[config.mk]
export PLATFORM = sky130hd
export DESIGN_NAME = fifo_asym_flat
export DESIGN_NICKNAME = d
export VERILOG_FILES = /design/src/rtl/fifo_asym_if.sv /design/src/rtl/fifo_asym.sv /design/src/flat_wrapper.sv
export SDC_FILE = /design/constraint.sdc
export NUM_CORES = 1
export LEC_CHECK = 0
export CORE_UTILIZATION = 40
export DETAILED_ROUTE_END_ITERATION = 8
export SYNTH_ARGS = -nofsm -noshare
export SYNTH_HDL_FRONTEND = slang
export SYNTH_SLANG_ARGS = --single-unit
[constraint.sdc]
create_clock -name clk -period 6.07 [get_ports clk]
set_input_delay 0.9105 -clock clk [delete_from_list [all_inputs] [get_ports clk]]
set_output_delay 0.9105 -clock clk [all_outputs]
set_load 0.1 [all_outputs]
[src/rtl/fifo_asym_if.sv]
// fifo_asym_if: write/read handshake and status bundle for fifo_asym.
// The master drives requests and write data; the slave (FIFO) returns read data and flags.
interface fifo_asym_if #(
    parameter int WR_DWIDTH = 32,
    parameter int RD_DWIDTH = 8,
    parameter int AWIDTH    = 4
);
    logic [WR_DWIDTH-1:0] din;
    logic                 w_en;
    logic [RD_DWIDTH-1:0] dout;
    logic                 r_en;
    logic                 full;
    logic                 empty;
    logic                 almost_full;
    logic                 almost_empty;
    logic [AWIDTH:0]      level;
    logic                 overflow;
    logic                 underflow;

    modport master (
        output din, w_en, r_en,
        input  dout, full, empty, almost_full, almost_empty, level, overflow, underflow
    );

    modport slave (
        input  din, w_en, r_en,
        output dout, full, empty, almost_full, almost_empty, level, overflow, underflow
    );
endinterface

[src/rtl/fifo_asym.sv]
// fifo_asym: single-clock FIFO with power-of-two write/read width ratio, fill level,
// almost-full/almost-empty thresholds and overflow/underflow pulses.
module fifo_asym #(
    parameter int WR_DWIDTH = 32,
    parameter int RD_DWIDTH = 8,
    parameter int AWIDTH    = 4,
    parameter int AF_LEVEL  = 2**AWIDTH-4,
    parameter int AE_LEVEL  = 4
) (
    input logic        clk,
    input logic        rstn,
    fifo_asym_if.slave bus
);
    localparam int NARROW   = WR_DWIDTH < RD_DWIDTH ? WR_DWIDTH : RD_DWIDTH;
    localparam int WIDE     = WR_DWIDTH < RD_DWIDTH ? RD_DWIDTH : WR_DWIDTH;
    localparam int RATIO    = WIDE / NARROW;
    localparam int WR_UNITS = WR_DWIDTH / NARROW;
    localparam int RD_UNITS = RD_DWIDTH / NARROW;
    localparam int DEPTH    = 2**AWIDTH;
    localparam int LWU      = $clog2(WR_UNITS);
    localparam int ROWS     = DEPTH / WR_UNITS;
    localparam int ROWW     = AWIDTH - LWU;

    localparam logic [AWIDTH:0]   WU_C    = (AWIDTH+1)'(WR_UNITS);
    localparam logic [AWIDTH:0]   RU_C    = (AWIDTH+1)'(RD_UNITS);
    localparam logic [AWIDTH:0]   FULL_TH = (AWIDTH+1)'(DEPTH - WR_UNITS);
    localparam logic [AWIDTH:0]   AF_C    = (AWIDTH+1)'(AF_LEVEL);
    localparam logic [AWIDTH:0]   AE_C    = (AWIDTH+1)'(AE_LEVEL);
    localparam logic [AWIDTH-1:0] LANE_M  = AWIDTH'(WR_UNITS - 1);

    if ((WIDE % NARROW) != 0 || (RATIO & (RATIO - 1)) != 0 || DEPTH < 2 * RATIO) begin : g_bad_cfg
        $error("fifo_asym: illegal width ratio or depth");
    end

    // Rows hold one write word, so every accepted write is a single aligned row store
    logic [WR_DWIDTH-1:0] mem [ROWS];

    logic [AWIDTH:0]      wr_q, wr_d, rd_q, rd_d, level;
    logic [RD_DWIDTH-1:0] dout_q, dout_d, rd_word;
    logic                 ovf_q, ovf_d, unf_q, unf_d;
    logic                 full, empty, wr_ok, rd_ok;
    logic [AWIDTH-1:0]    a;

    always_comb begin
        level  = wr_q - rd_q;
        full   = level > FULL_TH;
        empty  = level < RU_C;
        wr_ok  = bus.w_en && !full;
        rd_ok  = bus.r_en && !empty;
        wr_d   = wr_ok ? wr_q + WU_C : wr_q;
        rd_d   = rd_ok ? rd_q + RU_C : rd_q;
        ovf_d  = bus.w_en && full;
        unf_d  = bus.r_en && empty;
        dout_d = rd_ok ? rd_word : dout_q;
    end

    // Gather RD_UNITS consecutive narrow slices, oldest in the low bits
    always_comb begin
        rd_word = '0;
        a       = '0;
        for (int i = 0; i < RD_UNITS; i++) begin
            a = rd_q[AWIDTH-1:0] + AWIDTH'(i);
            rd_word[i*NARROW +: NARROW] = mem[ROWW'(a >> LWU)][(a & LANE_M) * NARROW +: NARROW];
        end
    end

    always_ff @(posedge clk) begin
        if (wr_ok)
            mem[wr_q[AWIDTH-1:LWU]] <= bus.din;
    end

    always_ff @(posedge clk or negedge rstn) begin
        if (!rstn) begin
            wr_q   <= '0;
            rd_q   <= '0;
            dout_q <= '0;
            ovf_q  <= 1'b0;
            unf_q  <= 1'b0;
        end else begin
            wr_q   <= wr_d;
            rd_q   <= rd_d;
            dout_q <= dout_d;
            ovf_q  <= ovf_d;
            unf_q  <= unf_d;
        end
    end

    assign bus.dout         = dout_q;
    assign bus.full         = full;
    assign bus.empty        = empty;
    assign bus.almost_full  = level >= AF_C;
    assign bus.almost_empty = level <= AE_C;
    assign bus.level        = level;
    assign bus.overflow     = ovf_q;
    assign bus.underflow    = unf_q;
endmodule

[src/flat_wrapper.sv]
// flat-port wrapper written by rule: the top's interface ports become plain ports
module fifo_asym_flat 
#(
    parameter int WR_DWIDTH = 32,
    parameter int RD_DWIDTH = 8,
    parameter int AWIDTH    = 4,
    parameter int AF_LEVEL  = 2**AWIDTH-4,
    parameter int AE_LEVEL  = 4
)
  (clk, rstn, bus_din, bus_w_en, bus_r_en, bus_dout, bus_full, bus_empty, bus_almost_full, bus_almost_empty, bus_level, bus_overflow, bus_underflow);
  fifo_asym_if #(.WR_DWIDTH(WR_DWIDTH), .RD_DWIDTH(RD_DWIDTH), .AWIDTH(AWIDTH)) bus_i ();
  input logic clk;
  input logic rstn;
  input wire logic [$bits(bus_i.din)-1:0] bus_din;
  input wire logic [$bits(bus_i.w_en)-1:0] bus_w_en;
  input wire logic [$bits(bus_i.r_en)-1:0] bus_r_en;
  output wire logic [$bits(bus_i.dout)-1:0] bus_dout;
  output wire logic [$bits(bus_i.full)-1:0] bus_full;
  output wire logic [$bits(bus_i.empty)-1:0] bus_empty;
  output wire logic [$bits(bus_i.almost_full)-1:0] bus_almost_full;
  output wire logic [$bits(bus_i.almost_empty)-1:0] bus_almost_empty;
  output wire logic [$bits(bus_i.level)-1:0] bus_level;
  output wire logic [$bits(bus_i.overflow)-1:0] bus_overflow;
  output wire logic [$bits(bus_i.underflow)-1:0] bus_underflow;
  assign bus_i.din = bus_din;
  assign bus_i.w_en = bus_w_en;
  assign bus_i.r_en = bus_r_en;
  assign bus_dout = bus_i.dout;
  assign bus_full = bus_i.full;
  assign bus_empty = bus_i.empty;
  assign bus_almost_full = bus_i.almost_full;
  assign bus_almost_empty = bus_i.almost_empty;
  assign bus_level = bus_i.level;
  assign bus_overflow = bus_i.overflow;
  assign bus_underflow = bus_i.underflow;
  fifo_asym #(.WR_DWIDTH(WR_DWIDTH), .RD_DWIDTH(RD_DWIDTH), .AWIDTH(AWIDTH), .AF_LEVEL(AF_LEVEL), .AE_LEVEL(AE_LEVEL)) u_core (.clk(clk), .rstn(rstn), .bus(bus_i));
endmodule
[Yosys cells after proc, flatten, opt, wreduce, memory -nomap -nowiden]
Memories as Yosys holds them, arrays and structs flattened.
Index checks and enable logic that the tools add are counted.
Cells by class
  add/sub/neg operators: 3
  $lt $le $gt $ge: 4
  shifts and indexed selects: 1
  muxes and demuxes: 2
  reductions and logical operators: 6
Operator list (count)
  32-bit by 6-bit indexed part select with 8-bit output: 1
  5-bit by 1-bit adder with 5-bit output (second input constant): 1
  5-bit by 3-bit adder with 5-bit output (second input constant): 1
  5-bit by 4-bit greater-or-equal comparator with 1-bit output (second input constant): 1
  5-bit by 4-bit greater-than comparator with 1-bit output (second input constant): 1
  5-bit by 3-bit <= comparator with 1-bit output (second input constant): 1
  5-bit by 1-bit < comparator with 1-bit output (second input constant): 1
  5-bit subtractor: 1
  1-bit logical AND: 4
  1-bit zero test: 2
  1-bit two-way mux: 2
Storage, ports and cells
  bits in registers: 20
  bits in writable memories: 128
  output and inout port bits: 19
  word-level logic and storage cells: 22
  memories: 1
Memories
  u_core.mem: words 4, width 32, read ports 1, clocked after memory_dff 0, write ports 1, line fifo_asym.sv:36  | logic [WR_DWIDTH-1:0] mem [ROWS];

[Depth between registers and ports, before layout]
  depth in word-level cells: 6
  mapped depth: 10

[Least setup slack after synthesis]
Ideal clock, no wire load.
  path type: reg-to-output
  from: register u_core.rd_q[3]
  to: output port bus_empty
  arrival time: 4854 ps
  setup slack: 306 ps
  cell stages (with the launch flop): 10
  buffers on the path: 3
  path through: dfrtp_1 -> clkbuf_1 -> buf_2 -> inv_1 -> ha_1 -> a21oi_1 -> a21oi_1 -> or2_2 -> clkbuf_1 -> nor3_1
Between the ends
  cells in the longest elaborated chain, start to end: 2
Ends and longest elaborated chain
  from (decl): line fifo_asym.sv:38  | logic [AWIDTH:0] wr_q, wr_d, rd_q, rd_d, level;
  from (signal assigned): line fifo_asym.sv:81  | rd_q <= rd_d;
  5-bit subtractor: line fifo_asym.sv:45  | level = wr_q - rd_q;
  via bus_level[4]: line flat_wrapper.sv:22  | output wire logic [$bits(bus_i.level)-1:0] bus_level;
  5-bit by 1-bit < comparator with 1-bit output: line fifo_asym.sv:47  | empty = level < RU_C;
  to (decl): line flat_wrapper.sv:19  | output wire logic [$bits(bus_i.empty)-1:0] bus_empty;
The timed path passes the listed nets, and every way through them passes these cells.

[Worst setup path in the final report]
  from: register u_core.rd_q[0]
  to: output port bus_almost_full
Between the ends
  cells in the longest elaborated chain, start to end: 2
Ends and longest elaborated chain
  5-bit subtractor: line fifo_asym.sv:45
  5-bit by 4-bit greater-or-equal comparator with 1-bit output: line fifo_asym.sv:91  | assign bus.almost_full = level >= AF_C;
  to (decl): line flat_wrapper.sv:20  | output wire logic [$bits(bus_i.almost_full)-1:0] bus_almost_full;
Every way passes these cells.

==> impl_metrics.csv <==
group,metric,value,unit
yosys,async_reset_ff_frac,0.123,
routing,drc,0,
cells_and_area,final_common_cell,"edfxtp_1",
routing,m1WireLength,4700,µm
setup_path,ff2ff_setup_slack,2850,ps
die,initial_core_util,0.415,
cells_and_area,final_area,7210,µm²
clock_network,cts.sinks,146,
sta,tns,0,ps
placed_design,dpl_cell_area,6590,µm²
sta,tightest_slew,981,ps
clock_network,cts_hold_buf,0,
clock_network,tritoncts,"built",
clock_network,clkLatencyLatePin,420,ps
cells_and_area,final_nets,407,
setup_path,reg2reg_to,"u_core.mem[2][17]",
hold_path,hold_class,"register to register",
yosys,synthSimpleGateAreaFrac,0.0320,
yosys,synth_cell_types,38,
placed_design,dp.cells,523,
global_routing,grt_pass1_wl,17100,µm
yosys,netlist_instances,295,
yosys,synth-xor-area-share,0.0105,
hold_path,holdPathStages,1,
cells_and_area,antenna_cells,0,
setup_path,ff2ff_path_depth,9,
sta,layout_min_cycle_time,4660,ps
global_routing,antenna_found_initial,0,
yosys,yosysTopAreaCellShare,0.660,
run,drv_cap,0,
cells_and_area,drive_gt1_frac,0.208,
yosys,synthMuxAreaShare,0.127,
die,io-pin-count,55,
clock_network,cts_buffers,17,
sta,relSlewSlack,0.344,
routing,top_layer,"met4",
routing,antenna_left,0,
yosys,synthesis.area,5820,µm²
sta,rsz0062_at_grt,"false",
global_routing,grt_max_degree,41,
hold_path,hold_path_end,"u_core.bus.dout[1]",
clock_network,path_clk_slew,60,ps
yosys,ys_seq_elements,146,
setup_path,crit_path_max_fanout,40,
die,die_y,123,µm
yosys,synth.avg_cell_area,19.7,µm²
sta,finalSetupViolCount,0,
routing,wl_met2,5280,µm
setup_path,cp.required,5160,ps
yosys,ys_warn_count,0,
sta,fin_crit_sh,0.768,
global_routing,grt_pass1_vias,3089,
yosys,synth_fa_ha_area_frac,0.0193,
clock_network,cts_root_buf,"clkbuf_16",
setup_path,cp-start-kind,"register",
global_routing,grtUsageTotal,0.164,
yosys,synth_area_leaders,"edfxtp_1 66%, mux4_2 12%, dfrtp_1 7.7%, a22oi_1 2.1%, ha_1 1.9%",
sta,final_max_slew_viol_count,0,
placed_design,port_buffers,54,
clock_network,cts-resized-gates,0,
global_routing,overflow,0,
sta,max_freq,0.215,GHz
routing,viasPerCell,5.23,
die,num_rows,43,
routing,drt-pass1-iter-count,5,
setup_path,cp-end-kind,"output pin",
outcome,status,"complete, no violations",
routing,finalWirelength,10600,µm
routing,drt_iter0_drc,200,
yosys,synth_top_family_by_area,"multiplexers",
cells_and_area,fin_cells,555,
clock_network,h-tree-depth,4,
routing,wl_met3,516,µm
hold_path,worstHoldStart,"u_core.bus.dout[1]",
die,die_area,15000,µm²
sta,hold_viol,0,
yosys,ys_seq_area_frac,0.737,
setup_path,critPathKind,"register to output pin",
routing,routedWlPerCell,19.1,µm
yosys,synth_top_area_cell,"edfxtp_1",
die,core,14000,µm²
yosys,synth-main-ff-cell,"edfxtp_1",
die,dieWidth,123,µm
placed_design,globalplace.congestion,0.788,
cells_and_area,area_growth,23.8,%
setup_path,critPathArrivalTime,3750,ps
clock_network,cts_buffer_depth,2,
yosys,synth-compound-area-share,0.0561,
yosys,synth_fp_nets,340,
placed_design,place_hpwl,6330,µm
cells_and_area,final_cell_mix,"128 x edfxtp_1, 53 x clkdlybuf4s50_1, 32 x mux4_2, 17 x clkbuf_16, 17 x dfrtp_1",
clock_network,post_cts.repair.setup_buffers,0,
setup_path,worstReg2RegStart,"u_core.rd_q[0]",
routing,num_vias,2901,
yosys,synth_edf_count,128,
sta,skew,4.39,ps
[routing by layer]
metal,vias to the layer above,GRT usage
li1,1332,-
met1,1481,0.208
met5,-,0
met4,0,0.0663
met3,14,0.0572
met2,74,0.257
[synthesized netlist by cell type, types with 2 or more instances]
master    instances
a22oi_1          16
nand2_1           4
ha_1              9
nor2_1            8
dfrtp_1          18
edfxtp_1        128
mux4_2           32
nand2b_1          2
and2_1            6
o21ai_0           2
buf_2             5
a21oi_1          13
a21o_1            8
xor2_1            3
nor3_1            2
xnor2_1           4
inv_1             9
clkbuf_1          5
or2_2             2
[worst max-delay path by stage]
stage                        start              end  slack, ps
floorplan           u_core.rd_q[3]        bus_empty        310
global placement    u_core.rd_q[0]  bus_almost_full       1890
detailed placement  u_core.rd_q[0]  bus_almost_full       1790
CTS                 u_core.rd_q[0]  bus_almost_full       1340
global route        u_core.rd_q[0]  bus_almost_full       1200
finish              u_core.rd_q[0]  bus_almost_full       1410
[metrics by stage]
stage          hold slack (ps)  worst slack [ps]   util
3_3_place_gp               461              1890  0.470
3_5_place_dp               469              1790  0.470
2_1_floorplan              462               306      -
6_report                   478              1410  0.513
4_1_cts                    482              1340  0.513
5_1_grt                    496              1200  0.513
[state kept, by name (all words and copies together) (netlist names)]
signal and flops:
u_core.bus.dout 8, u_core.wr_q 3, u_core.bus.overflow 1, u_core.mem 128
u_core.rd_q 5, u_core.bus.underflow 1
[final cells by class]
cell class / count / area, µm²
tap: 180 / 225
fill: 1145 / 6830
clock inverter: 14 / 188
clock buffer: 18 / 429
timing repair buffer: 61 / 591
sequential: 146 / 4300
multi-input combinational: 127 / 1450
inverter: 9 / 33.8
[worst max-delay path: stages, from the launching register on]
cell and delay [ps]:
dfrtp_1 320, buf_4 440, inv_1 190, ha_1 310
xor2_1 260, a21oi_1 100, o2bb2ai_1 380, or2_2 190
clkdlybuf4s50_1 1120
[kinds of logic after synthesis]
logic type / after synthesis
and+or+nand+nor: 32
AOI/OAI and AO/OA: 45
DFF: 146
adders and majority gates: 9
buffers and inverters: 22
xor gates and xnor gates: 7
muxes: 34
Power is not shown: default switching activity piles up to over one toggle a cycle in this logic, so the estimate is an artifact.
